File: src/rtl/key_frame_input_if.sv
// CPU data-bus view of the key/frame input peripheral: address, store data and
// strobe from the CPU; region select and combinational read data back to it.
interface key_frame_input_if;
  logic [31:0] addr;
  logic [31:0] wdata;
  logic        we;
  logic        ena;
  logic [31:0] Keyout;

  modport master (output addr, output wdata, output we, input ena, input Keyout);
  modport slave  (input addr, input wdata, input we, output ena, output Keyout);
endinterface

File: src/rtl/key_frame_input.sv
// Flap button debouncer with sticky press flag, vsync frame counter, and the
// memory-mapped register window (region 0x2xxx_xxxx) the CPU polls them through.
module key_frame_input #(
  parameter int DEBOUNCE_CYCLES = 1000000,
  parameter int CNT_W           = 20
) (
  input  logic               clk,
  input  logic               rst,
  key_frame_input_if.slave   bus,
  input  logic               btn,
  input  logic               vs
);

  typedef enum logic [1:0] {IDLE_LO, WAIT_HI, PRESSED, WAIT_LO} db_state_t;

  localparam logic [CNT_W-1:0] CNT_LAST = CNT_W'(DEBOUNCE_CYCLES - 1);

  localparam logic [15:0] OFS_STATUS    = 16'h0000;
  localparam logic [15:0] OFS_FRAME_CNT = 16'h0004;
  localparam logic [15:0] OFS_FLAP_CNT  = 16'h0008;
  localparam logic [15:0] OFS_CLEAR     = 16'h000C;

  logic btn_m, btn_s;
  logic vs_m, vs_s, vs_h;
  logic frame_tick;

  db_state_t        state, state_next;
  logic [CNT_W-1:0] cnt, cnt_next, cnt_inc;
  logic             btn_db;
  logic             press;

  logic             flap_pend, frame_pend;
  logic [31:0]      frame_cnt, flap_cnt;

  logic [15:0]      offset;
  logic             wr_clear;
  logic [31:0]      keyout;
  logic             unused_bits;

  // vs idles high, so its flops reset to 1 to avoid a false falling edge.
  always_ff @(posedge clk) begin
    if (rst) begin
      btn_m <= 1'b0;
      btn_s <= 1'b0;
      vs_m  <= 1'b1;
      vs_s  <= 1'b1;
      vs_h  <= 1'b1;
    end else begin
      // NOTE: non-blocking so every flop samples the pre-edge value of its source.
      btn_m <= btn;
      btn_s <= btn_m;
      vs_m  <= vs;
      vs_s  <= vs_m;
      vs_h  <= vs_s;
    end
  end

  assign frame_tick = vs_h & ~vs_s;

  // Debounce FSM: state register
  always_ff @(posedge clk) begin
    if (rst) begin
      state  <= IDLE_LO;
      cnt    <= '0;
      btn_db <= 1'b0;
    end else begin
      state  <= state_next;
      cnt    <= cnt_next;
      btn_db <= (state_next == PRESSED) || (state_next == WAIT_LO);
    end
  end

  assign cnt_inc = cnt + CNT_W'(1);

  // The cycle that leaves IDLE_LO/PRESSED is the first stable sample, so a
  // transition fires as the count would reach DEBOUNCE_CYCLES-1.
  always_comb begin
    // NOTE: defaults first so no path through the case leaves a latch.
    state_next = state;
    cnt_next   = cnt;
    case (state)
      IDLE_LO: begin
        cnt_next = '0;
        if (btn_s) state_next = WAIT_HI;
      end
      WAIT_HI: begin
        if (!btn_s) begin
          state_next = IDLE_LO;
          cnt_next   = '0;
        end else if (cnt_inc == CNT_LAST) begin
          state_next = PRESSED;
          cnt_next   = '0;
        end else begin
          cnt_next = cnt_inc;
        end
      end
      PRESSED: begin
        cnt_next = '0;
        if (!btn_s) state_next = WAIT_LO;
      end
      WAIT_LO: begin
        if (btn_s) begin
          state_next = PRESSED;
          cnt_next   = '0;
        end else if (cnt_inc == CNT_LAST) begin
          state_next = IDLE_LO;
          cnt_next   = '0;
        end else begin
          cnt_next = cnt_inc;
        end
      end
      default: begin
        state_next = IDLE_LO;
        cnt_next   = '0;
      end
    endcase
  end

  // Debounce FSM: outputs
  always_comb begin
    press = 1'b0;
    if ((state == WAIT_HI) && btn_s && (cnt_inc == CNT_LAST)) press = 1'b1;
  end

  assign offset   = bus.addr[15:0];
  assign bus.ena  = (bus.addr[31:28] == 4'b0010);
  assign wr_clear = bus.we && bus.ena && (offset == OFS_CLEAR);

  // A set in the same cycle as its clear wins.
  always_ff @(posedge clk) begin
    if (rst) begin
      flap_pend  <= 1'b0;
      frame_pend <= 1'b0;
      flap_cnt   <= '0;
      frame_cnt  <= '0;
    end else begin
      flap_pend  <= press      | (flap_pend  & ~(wr_clear & bus.wdata[0]));
      frame_pend <= frame_tick | (frame_pend & ~(wr_clear & bus.wdata[1]));
      if (press)      flap_cnt  <= flap_cnt + 32'd1;
      if (frame_tick) frame_cnt <= frame_cnt + 32'd1;
    end
  end

  always_comb begin
    keyout = '0;
    if (bus.ena) begin
      case (offset)
        OFS_STATUS:    keyout = {29'b0, frame_pend, btn_db, flap_pend};
        OFS_FRAME_CNT: keyout = frame_cnt;
        OFS_FLAP_CNT:  keyout = flap_cnt;
        default:       keyout = '0;
      endcase
    end
  end

  assign bus.Keyout = keyout;

  assign unused_bits = ^{bus.addr[27:16], bus.wdata[31:2]};

endmodule

File: src/flat_wrapper.sv
// flat-port wrapper written by rule: the top's interface ports become plain ports
module key_frame_input_flat 
#(
  parameter int DEBOUNCE_CYCLES = 1000000,
  parameter int CNT_W           = 20
)
  (clk, rst, btn, vs, bus_addr, bus_wdata, bus_we, bus_ena, bus_Keyout);
  key_frame_input_if bus_i ();
  input  logic clk;
  input  logic rst;
  input  logic btn;
  input  logic vs;
  input wire logic [$bits(bus_i.addr)-1:0] bus_addr;
  input wire logic [$bits(bus_i.wdata)-1:0] bus_wdata;
  input wire logic [$bits(bus_i.we)-1:0] bus_we;
  output wire logic [$bits(bus_i.ena)-1:0] bus_ena;
  output wire logic [$bits(bus_i.Keyout)-1:0] bus_Keyout;
  assign bus_i.addr = bus_addr;
  assign bus_i.wdata = bus_wdata;
  assign bus_i.we = bus_we;
  assign bus_ena = bus_i.ena;
  assign bus_Keyout = bus_i.Keyout;
  key_frame_input #(.DEBOUNCE_CYCLES(DEBOUNCE_CYCLES), .CNT_W(CNT_W)) u_core (.clk(clk), .rst(rst), .bus(bus_i), .btn(btn), .vs(vs));
endmodule
File: config.mk
export PLATFORM = sky130hd
export DESIGN_NAME = key_frame_input_flat
export DESIGN_NICKNAME = d
export VERILOG_FILES = /design/src/rtl/key_frame_input_if.sv /design/src/rtl/key_frame_input.sv /design/src/flat_wrapper.sv
export SDC_FILE = /design/constraint.sdc
export NUM_CORES = 1
export LEC_CHECK = 0
export ABC_AREA = 1
export BUFFER_PORTS_ARGS = -buffer_cell sky130_fd_sc_hd__buf_2
export CAP_MARGIN = 30
export CORE_MARGIN = 10
export CORE_UTILIZATION = 25
export CTS_CLUSTER_DIAMETER = 60
export DETAILED_ROUTE_END_ITERATION = 16
export PLACE_DENSITY = 0.51
export SETUP_SLACK_MARGIN = 0.02
export SLEW_MARGIN = 20
export SYNTH_ARGS = -nofsm -noshare
export SYNTH_HDL_FRONTEND = slang
export SYNTH_SLANG_ARGS = --single-unit
export TNS_END_PERCENT = 50
File: constraint.sdc
create_clock -name clk -period 2.85 [get_ports clk]
set_input_delay 0.285 -clock clk [delete_from_list [all_inputs] [get_ports clk]]
set_output_delay 0.285 -clock clk [all_outputs]
set_load 0.02 [all_outputs]
==> flow_summary.yaml <==
timing:
  drv_slew: 0
  max_freq_ghz: 0.3917
  tns_ns: 0
  min_period_ns: 2.553
  slew_headroom: 0.6129
  hold_viol: 0
  clock_skew_ns: 0.01042
  rsz0062_at_grt: "false"
  fin_crit_sh: 0.8959
  worstMarginPinSlew_ns: 0.5806
  setup_viol: 0
  fin_hold_ws_ns: 0.1121
cells_and_area:
  antenna_cells: 0
  syn_to_final_growth_pct: 15.18
  area.sequential_mm2: 0.001882
  multiInputGateArea_mm2: 0.003326
  drive_above_1_share: 0.1169
  fin_nets: 983
  nFillCells: 2542
placement:
  gp_congestion: 0.8699
  place_hpwl_um: 12470
  io_buffers: 59
floorplanning:
  initial_utilization: 0.2527
  rows: 55
  io_pins: 102
  core_area_mm2: 0.02257
  dieArea_mm2: 0.02926
  fp.dieH_um: 171.1
  die_x_um: 171.1
drt:
  postRouteAntennaNets: 0
  via_count: 5680
  drt_iter0_drc: 423
  drc_errors: 0
  vias_per_cell: 4.733
  wl_per_cell_um: 13.63
  routed_wl_um: 16360
  drt_pass1_iterations: 5
global_route:
  grt_overflow_total: 0
  grt_max_degree: 53
  grt_pass1_wl_um: 27430
  grt_pass1_vias: 5483
  grtUsageTotal: 0.1141
  antenna_found_initial: 0
critical_path:
  cp-end-kind: "flip-flop"
  reg2reg_depth: 9
  reg2reg_to: "u_core.flap_cnt[30]"
  critPathMaxFanout: 33
  crit_type: "reg2reg"
  crit_arrival_ns: 2.77
  start_kind: "flip-flop"
  crit_required_ns: 3.06
  worstSetupStartpoint: "u_core.cnt[0]"
  rrSetupSlack_ns: 0.30
  reg2reg_from: "u_core.cnt[0]"
  crit_path_end: "u_core.flap_cnt[30]"
logic_synthesis:
  syn_area_mm2: 0.005704
  synthesis.nets: 938
  synth_seq_cells: 94
  seq_area_frac_synth: 0.3299
  synth_ff_type: "dfxtp_1"
  ys_async_sr_fraction: 0
  postSynthAreaPerCell_um2: 6.594
  yosys.cell_types.count: 36
  synth_edf_count: 0
  yosysWarnings: 0
  synthesis.instances: 865
job:
  cap_violations: 0
pwr:
  p_per_area_mw_per_mm2: 414.7
  cellLeakagePower_nw: 2.339
  vdd_drop_max_mv: 0.2544
clock_tree:
  cts_max_path_buffers: 2
  cts_setup_buffers: 0
  cts_max_level: 3
  cts_tree: "done"
  cts_root_buf: "clkbuf_16"
  clk_pin_slew_ns: 0.07
  cts_made_buffers: 9
  clkLatencyLatePin_ns: 0.36
  cts_hold_buf: 0
  cts_sinks: 94
hold_path:
  hp-class: "in2reg"
status:
  status: "finished clean"
## metrics by stage
step             util  instances  cell area [um2]  setup slack (ns)  power (mW)
4_1_cts        0.2909       1200             6565            0.2488       2.764
3_3_place_gp   0.2765       1184             6241            0.2778       1.413
5_1_grt        0.2911       1200             6570           0.02507       2.811
3_5_place_dp   0.2765       1184             6241            0.2727       1.414
2_1_floorplan       -        865             5704            0.8846       1.385
6_report       0.2911       1200             6570            0.2968       2.725
## repair_timing
action | in CTS | in global routing
gates resized for setup | 0 | 1
setup endpoints to repair | 0 | 16
hold endpoints to repair | 0 | 0
## layout make-up
class                      count  share of cell area
clock buffer                  10             0.03485
clock inverter                 6             0.01447
inverter                      85             0.04856
multi-input combinational    652              0.5062
sequential                    94              0.2864
tap                          285             0.05428
timing repair buffer          68             0.05523
## flip-flops by register name, summed over array words and instances, names as in the netlist
signal,count
u_core.btn_db,1
u_core.btn_m,1
u_core.btn_s,1
u_core.cnt,20
u_core.flap_cnt,32
u_core.flap_pend,1
u_core.frame_cnt,32
u_core.frame_pend,1
u_core.state,2
u_core.vs_h,1
u_core.vs_m,1
u_core.vs_s,1
## critical path, stage by stage, from the launching register on
cell and delay [ns]:
dfxtp_1 0.39, ha_1 0.22, nand3_1 0.17, nor2_4 0.17, xnor2_1 0.19, nand4_1 0.30
nor2_8 0.34, nand3_4 0.38, nand2_1 0.16, a21oi_1 0.08
## per-layer routing
metal	vias to the layer above	global-route usage	part of all wire
met4	0	0.03629	0.010
met5	-	0	0
met1	2594	0.1456	0.46
met3	12	0.01751	0.046
li1	2962	-	-
met2	112	0.1924	0.48
## report_power, final
| group | internal, mW | total [mW] | switching, mW |
|---|---|---|---|
| logic | 0.0234 | 0.0610 | 0.0376 |
| registers | 1.32 | 1.32 | 0.00259 |
| clock network | 0.778 | 1.34 | 0.565 |
## cell families (layout without fill, tap and decap cells)
logic type | after synthesis | in the layout | synth area share
flops | 94 | 94 | 0.3299
buf+inv | 119 | 169 | 0.08884
fa+ha+maj | 4 | 4 | 0.008774
xor+xnor | 39 | 39 | 0.05988
simple gates | 493 | 493 | 0.3913
compound gates | 116 | 116 | 0.1213
## synthesized netlist by cell type, types with 2 or more instances
cell | count | area, um2
xnor2_1 | 13 | 113.9
nand3_1 | 32 | 160.2
o21a_1 | 2 | 15.01
xor2_1 | 26 | 227.7
nand3b_1 | 10 | 75.07
o211a_1 | 2 | 20.02
nand2_1 | 196 | 735.7
nand3_2 | 2 | 20.02
inv_2 | 2 | 7.510
dfxtp_1 | 94 | 1882
nor4_1 | 4 | 25.02
nand2_2 | 2 | 12.51
nand4_1 | 54 | 337.8
ha_1 | 4 | 50.05
nor2_4 | 4 | 45.04
nor3_1 | 36 | 180.2
or2_2 | 3 | 18.77
a21oi_1 | 57 | 285.3
inv_1 | 83 | 311.6
o221ai_1 | 2 | 17.52
buf_4 | 4 | 30.03
o21bai_1 | 2 | 15.01
a22oi_1 | 30 | 225.2
nor3b_1 | 2 | 15.01
nor2_2 | 5 | 31.28
o21ai_0 | 18 | 90.09
buf_6 | 6 | 67.56
clkbuf_1 | 24 | 90.09
nor2_1 | 139 | 521.8
## layout by cell type, fill, tap and decap left out, types with 2 or more instances in the layout
cell       instances
buf_2             59
o211a_1            2
o221ai_1           2
nand2_2            2
nor2_4             5
a21oi_1           57
clkinv_4           3
inv_2              2
xor2_1            26
inv_1             83
dfxtp_1           94
bufinv_16          2
nor2_1           139
nor4_1             4
nand2_1          196
o21ai_0           18
nand3_1           32
xnor2_1           13
o21bai_1           2
buf_4              9
o21a_1             2
ha_1               4
clkbuf_16          9
nand3_2            2
nand3b_1          10
nor3_2             2
nor3_1            35
a22oi_1           30
or2_2              3
nor2_2             4
nand4_1           54
nor3b_1            2
## worst min path at each step
stage / startpoint / cells after the start / slack (ns) / to
floorplan: u_core.btn_m / 2 / 0.39 / u_core.btn_s
global placement: u_core.btn_m / 2 / 0.40 / u_core.btn_s
detailed placement: u_core.btn_m / 2 / 0.40 / u_core.btn_s
CTS: vs / 2 / 0.10 / u_core.vs_m
global route: vs / 2 / 0.12 / u_core.vs_m
finish: vs / 2 / 0.11 / u_core.vs_m
No activity file was read; power rests on OpenSTA's default activity.
